<file path="src/rtl/ttt_turn_controller.sv">
// Tic-tac-toe game sequencer: owns the board and alternates the human and
// engine turns. It also validates moves, detects win/draw and hands a timed-out
// human turn to the engine.
module ttt_turn_controller #(
  parameter int unsigned TURN_TIMEOUT = 50_000_000,
  parameter int unsigned CNT_W        = 26,
  parameter bit          HUMAN_FIRST  = 1'b1
) (
  input  logic        clock,
  input  logic        reset,
  input  logic        start,
  input  logic        move_valid,
  input  logic [3:0]  move_cell,
  input  logic        eng_valid,
  input  logic [3:0]  eng_cell,
  output logic        eng_req,
  output logic [1:0]  eng_player,
  output logic [17:0] board,
  output logic [1:0]  cur_player,
  output logic [2:0]  state,
  output logic [1:0]  winner,
  output logic        game_over,
  output logic        illegal_move,
  output logic        timeout_flag
);

  typedef enum logic [2:0] {
    IDLE    = 3'd0,
    HUMAN   = 3'd1,
    ENG_REQ = 3'd2,
    CHECK   = 3'd3,
    WIN     = 3'd4,
    DRAW    = 3'd5
  } state_t;

  localparam logic [1:0]       P_HUMAN  = 2'b01;
  localparam logic [1:0]       P_ENGINE = 2'b10;
  localparam logic [CNT_W-1:0] TMO_LAST = CNT_W'(TURN_TIMEOUT - 1);

  state_t           state_q, state_d;
  logic [17:0]      board_q, board_d;
  logic [1:0]       cur_player_q, cur_player_d;
  logic [1:0]       eng_player_q, eng_player_d;
  logic [1:0]       winner_q, winner_d;
  logic [CNT_W-1:0] timer_q, timer_d;
  logic             illegal_q, illegal_d;
  logic             timeout_q, timeout_d;
  logic             eng_req_q, eng_req_d;

  logic             human_legal;
  logic             eng_legal;
  logic [1:0]       line_win;
  logic             board_full;

  function automatic logic [1:0] cell_at(input logic [17:0] b, input logic [3:0] idx);
    logic [1:0] v;
    v = '0;
    for (int unsigned i = 0; i < 9; i++)
      if (idx == 4'(i)) v = b[2*i +: 2];
    return v;
  endfunction

  function automatic logic [17:0] set_cell(input logic [17:0] b, input logic [3:0] idx,
                                           input logic [1:0] p);
    logic [17:0] r;
    r = b;
    for (int unsigned i = 0; i < 9; i++)
      if (idx == 4'(i)) r[2*i +: 2] = p;
    return r;
  endfunction

  function automatic logic [1:0] line3(input logic [1:0] a, input logic [1:0] b,
                                       input logic [1:0] c);
    return (a != 2'b00 && a == b && a == c) ? a : 2'b00;
  endfunction

  // Only the player who just moved can complete a line, so the first hit is the winner.
  function automatic logic [1:0] win_of(input logic [17:0] b);
    logic [1:0] c [9];
    logic [1:0] w;
    for (int unsigned i = 0; i < 9; i++) c[i] = b[2*i +: 2];
    w = line3(c[0], c[1], c[2]);
    if (w == 2'b00) w = line3(c[3], c[4], c[5]);
    if (w == 2'b00) w = line3(c[6], c[7], c[8]);
    if (w == 2'b00) w = line3(c[0], c[3], c[6]);
    if (w == 2'b00) w = line3(c[1], c[4], c[7]);
    if (w == 2'b00) w = line3(c[2], c[5], c[8]);
    if (w == 2'b00) w = line3(c[0], c[4], c[8]);
    if (w == 2'b00) w = line3(c[2], c[4], c[6]);
    return w;
  endfunction

  function automatic logic full_of(input logic [17:0] b);
    logic f;
    f = 1'b1;
    for (int unsigned i = 0; i < 9; i++)
      if (b[2*i +: 2] == 2'b00) f = 1'b0;
    return f;
  endfunction

  assign human_legal = (move_cell <= 4'd8) && (cell_at(board_q, move_cell) == 2'b00);
  assign eng_legal   = (eng_cell  <= 4'd8) && (cell_at(board_q, eng_cell)  == 2'b00);
  assign line_win    = win_of(board_q);
  assign board_full  = full_of(board_q);

  // Next-state, board update and strobe generation; start overrides every state.
  always_comb begin
    state_d      = state_q;
    board_d      = board_q;
    cur_player_d = cur_player_q;
    eng_player_d = eng_player_q;
    winner_d     = winner_q;
    timer_d      = timer_q;
    illegal_d    = 1'b0;
    timeout_d    = 1'b0;

    if (start) begin
      board_d  = '0;
      winner_d = '0;
      timer_d  = '0;
      if (HUMAN_FIRST) begin
        state_d      = HUMAN;
        cur_player_d = P_HUMAN;
        eng_player_d = 2'b00;
      end else begin
        state_d      = ENG_REQ;
        cur_player_d = P_ENGINE;
        eng_player_d = P_ENGINE;
      end
    end else begin
      unique case (state_q)
        IDLE: begin
          board_d = '0;
        end
        HUMAN: begin
          timer_d = timer_q + 1'b1;
          if (move_valid) begin
            if (human_legal) begin
              board_d = set_cell(board_q, move_cell, P_HUMAN);
              timer_d = '0;
              state_d = CHECK;
            end else begin
              illegal_d = 1'b1;
            end
          end else if (timer_q >= TMO_LAST) begin
            // >= so an illegal move on the expiry cycle only defers the timeout by one cycle
            timeout_d    = 1'b1;
            timer_d      = '0;
            state_d      = ENG_REQ;
            eng_player_d = P_HUMAN;
          end
        end
        ENG_REQ: begin
          if (eng_valid) begin
            if (eng_legal) begin
              board_d = set_cell(board_q, eng_cell, eng_player_q);
              state_d = CHECK;
            end else begin
              illegal_d = 1'b1;
            end
          end
        end
        CHECK: begin
          if (line_win != 2'b00) begin
            state_d      = WIN;
            winner_d     = line_win;
            cur_player_d = 2'b00;
          end else if (board_full) begin
            state_d      = DRAW;
            cur_player_d = 2'b00;
          end else if (cur_player_q == P_HUMAN) begin
            state_d      = ENG_REQ;
            cur_player_d = P_ENGINE;
            eng_player_d = P_ENGINE;
          end else begin
            state_d      = HUMAN;
            cur_player_d = P_HUMAN;
            timer_d      = '0;
          end
        end
        WIN, DRAW: begin
        end
        default: begin
          state_d = IDLE;
        end
      endcase
    end

    eng_req_d = (state_d == ENG_REQ);
  end

  // State and datapath registers with synchronous active-low reset.
  always_ff @(posedge clock) begin
    if (!reset) begin
      state_q      <= IDLE;
      board_q      <= '0;
      cur_player_q <= '0;
      eng_player_q <= '0;
      winner_q     <= '0;
      timer_q      <= '0;
      illegal_q    <= 1'b0;
      timeout_q    <= 1'b0;
      eng_req_q    <= 1'b0;
    end else begin
      state_q      <= state_d;
      board_q      <= board_d;
      cur_player_q <= cur_player_d;
      eng_player_q <= eng_player_d;
      winner_q     <= winner_d;
      timer_q      <= timer_d;
      illegal_q    <= illegal_d;
      timeout_q    <= timeout_d;
      eng_req_q    <= eng_req_d;
    end
  end

  assign eng_req      = eng_req_q;
  assign eng_player   = eng_player_q;
  assign board        = board_q;
  assign cur_player   = cur_player_q;
  assign state        = state_q;
  assign winner       = winner_q;
  assign game_over    = (state_q == WIN) || (state_q == DRAW);
  assign illegal_move = illegal_q;
  assign timeout_flag = timeout_q;

endmodule
</file>
<file path="config.mk">
export PLATFORM = sky130hd
export DESIGN_NAME = ttt_turn_controller
export DESIGN_NICKNAME = d
export VERILOG_FILES = /design/src/rtl/ttt_turn_controller.sv
export SDC_FILE = /design/constraint.sdc
export NUM_CORES = 1
export LEC_CHECK = 0
export ABC_AREA = 0
export CORE_ASPECT_RATIO = 0.9
export CORE_UTILIZATION = 45
export DETAILED_ROUTE_END_ITERATION = 12
export PLACE_DENSITY = 0.63
export SLEW_MARGIN = 10
export SYNTH_ARGS = -nofsm -noshare
export SYNTH_HDL_FRONTEND = slang
export SYNTH_SLANG_ARGS = --single-unit
export TNS_END_PERCENT = 5
</file>
<file path="constraint.sdc">
create_clock -name clock -period 3.8 [get_ports clock]
set_input_delay 0.38 -clock clock [delete_from_list [all_inputs] [get_ports clock]]
set_output_delay 0.38 -clock clock [all_outputs]
set_load 0.02 [all_outputs]
</file>
==> reports/metrics.yaml <==
cts_tree: "yes"
drc: 0
fin_tns_setup_ns: 0
ys_types: 64
ys.flop_type: "dfxtp_1"
outcome: "finished, final reports clean"
diodes: 0
setup_violations: 0
die_w_um: 97.60
ys_top_cells_by_area: "dfxtp_1 (30%), nand2_1 (6.6%), a31oi_1 (5.7%)"
timing.final.crit_share_pct: 70.95
arrival_ns: 2.88
synth_common_cells: "nand2_1 (65), dfxtp_1 (56), a21oi_1 (39), a31oi_1 (34), nor2_1 (32)"
clockRootBuffer: "clkbuf_8"
hold_buffers: 0
fp-row-count: 30
drive_gt1_share_pct: 7.087
worst_slew_pin_slew_ns: 0.5248
grt_pass1_wl_mm: 16.96
io_buffer_count: 43
synth_edf_count: 0
ir_drop_v: 0.0001596
antenna_found_initial: 0
dpl.hpwl_mm: 7.442
clk_latency_ns: 0.31
clockBufferDepth: 2
syn_inst: 484
required_ns: 3.98
crit_slowest_cell: "dfxtp_1"
critPathMaxFanout: 24
slowest_delay_ns: 0.59
worstSetupPathType: "flip-flop to flip-flop"
synthesis.nets: 498
wirelength_mm: 10.27
p_leak_uw: 0.001485
grt_overflow: 0
gp_congestion: 0.9196
syn_area_per_cell_um2: 7.647
max-cap-violations: 0
area_growth_pct: 13.52
synth-seq-cells: 56
nNetsFinal: 521
pwr_density_cell_mw_per_mm2: 267.3
firstDrtPassIters: 5
track_usage_pct: 24.31
initial_core_util_pct: 47.86
routed_via_density: 6.210
path_cells: "nand3_2 > or4_1 > a31oi_2 > nor3b_2 > nand3_1 > nand2_1 > buf_4 > a31oi_1"
finalMaxSlewViolations: 0
coreArea_mm2: 0.007732
async_flop_share_pct: 0
htreeDepth: 2
hold_class: "flip-flop to flip-flop"
fmax_ghz: 0.3709
clkPwrFrac_pct: 30.7
clk_pin_slew_ns: 0.10
period_minus_slack_ns: 2.696
critPathLaunchType: "flip-flop"
grt_pass1_vias: 3315
postCtsResizedCells: 0
grt_max_degree: 26
ios: 44
synth_top_area_share_pct: 30.29
ys_warn_count: 0
slew_headroom_pct: 65.01
intPower_uw: 813.3
ant_nets: 0
synth-seq-area-share_pct: 30.29
end_kind: "flip-flop"
cp.buffers_inverters: 1
crit_family: "simple AND/OR/NAND/NOR gates"
cts_sinks: 56
wl_per_cell_um: 17.00
p_comb_share_pct: 15.2
fin_util_pct: 54.34
finalHoldViolCount: 0
switching_share_pct: 27.59
die_y_um: 88.04
synth_top_cell_by_area: "dfxtp_1"
power_switching_uw: 309.9
num_vias: 3751
pwr-share-seq_pct: 54.0
fin_skew_ns: 0.009792
synth.most_common_cell: "nand2_1"
cts_setup_buffers: 0
rsz0062_at_grt: "false"
die_area_mm2: 0.008592
netlist_area_mm2: 0.003701
cts_buffers: 5
initialDrtViolationCount: 234
==> power by group through the flow <==
stage | registers, uW | clock network (uW) | logic (uW)
after floorplan | 620 | 0 | 117
after global placement | 620 | 0 | 168
after detailed placement | 620 | 0 | 168
after CTS | 607 | 355 | 169
after global routing | 609 | 376 | 187
final | 607 | 345 | 171
==> final cells by class <==
| cell class | instances | area (um^2) |
|---|---|---|
| Sequential cell | 56 | 1121 |
| Fill cell | 748 | 3531 |
| Multi-Input combinational cell | 392 | 2384 |
| Timing Repair Buffer | 48 | 467.9 |
| Tap cell | 96 | 120.1 |
| Clock buffer | 7 | 86.33 |
| Inverter | 4 | 15.01 |
| Clock inverter | 1 | 7.507 |
==> placed cells by master (no fill, tap or decap), drive strengths merged, types with 15 or more instances in the layout <==
| cell type | n |
|---|---|
| a31oi | 35 |
| nand3 | 27 |
| nor3 | 15 |
| clkdlybuf4s50 | 43 |
| a21oi | 39 |
| or3 | 17 |
| o21ai | 18 |
| dfxtp | 56 |
| nand2 | 65 |
| mux2i | 19 |
| nor2 | 32 |
==> worst paths after layout <==
check / slack [ns] / start / depth (start not counted) / endpoint
worst max-delay path: 1.10 / board[0] / 8 / timer_q[12]
worst min-delay path: 0.49 / timer_q[25] / 1 / timer_q[25]
worst max register to register: 1.10 / board[0] / 8 / timer_q[12]
worst min register to register: 0.49 / timer_q[25] / 1 / timer_q[25]
==> per-stage QoR <==
stage | worst slack [ns] | power [uW] | hold slack (ns) | instance area [um^2] | std cells
floorplan | 1.411 | 736.9 | 0.4394 | 3701 | 484
global placement | 0.9211 | 787.7 | 0.4651 | 4108 | 596
CTS | 1.131 | 1131 | 0.4926 | 4202 | 604
global route | 0.8599 | 1171 | 0.5204 | 4202 | 604
finish | 1.104 | 1123 | 0.4937 | 4202 | 604
detailed placement | 0.8633 | 788.4 | 0.4751 | 4108 | 596
==> state kept, by name (all words and copies together) (netlist names) <==
name,count
board,18
cur_player,2
eng_player,2
eng_req,1
illegal_move,1
state,3
timeout_flag,1
timer_q,26
winner,2
==> kinds of logic after synthesis <==
| group | count (synthesis) | share of synthesized area [%] |
|---|---|---|
| AOI/OAI and AO/OA | 140 | 24.48 |
| muxes | 21 | 5.747 |
| buffers and inverters | 36 | 5.307 |
| DFF | 56 | 30.29 |
| and+or+nand+nor | 230 | 33.84 |
| adders and majority gates | 1 | 0.3380 |
==> worst reg2reg max path: stages (launching register included) <==
cell and delay, ns:
dfxtp_1 0.59, nand3_2 0.19, or4_1 0.44, a31oi_2 0.28, nor3b_2 0.30, nand3_1 0.25, nand2_1 0.12, buf_4 0.28
a31oi_1 0.14
==> layer usage <==
metal / global-route usage (%) / vias to the layer above / part of all wire [%]
li1: - / 1852 / -
met1: 36.66 / 1756 / 51
met2: 36.24 / 135 / 42
met3: 3.831 / 8 / 6.0
met4: 5.348 / 0 / 0.74
met5: 0 / - / 0
(Power assumes the default switching activity.)
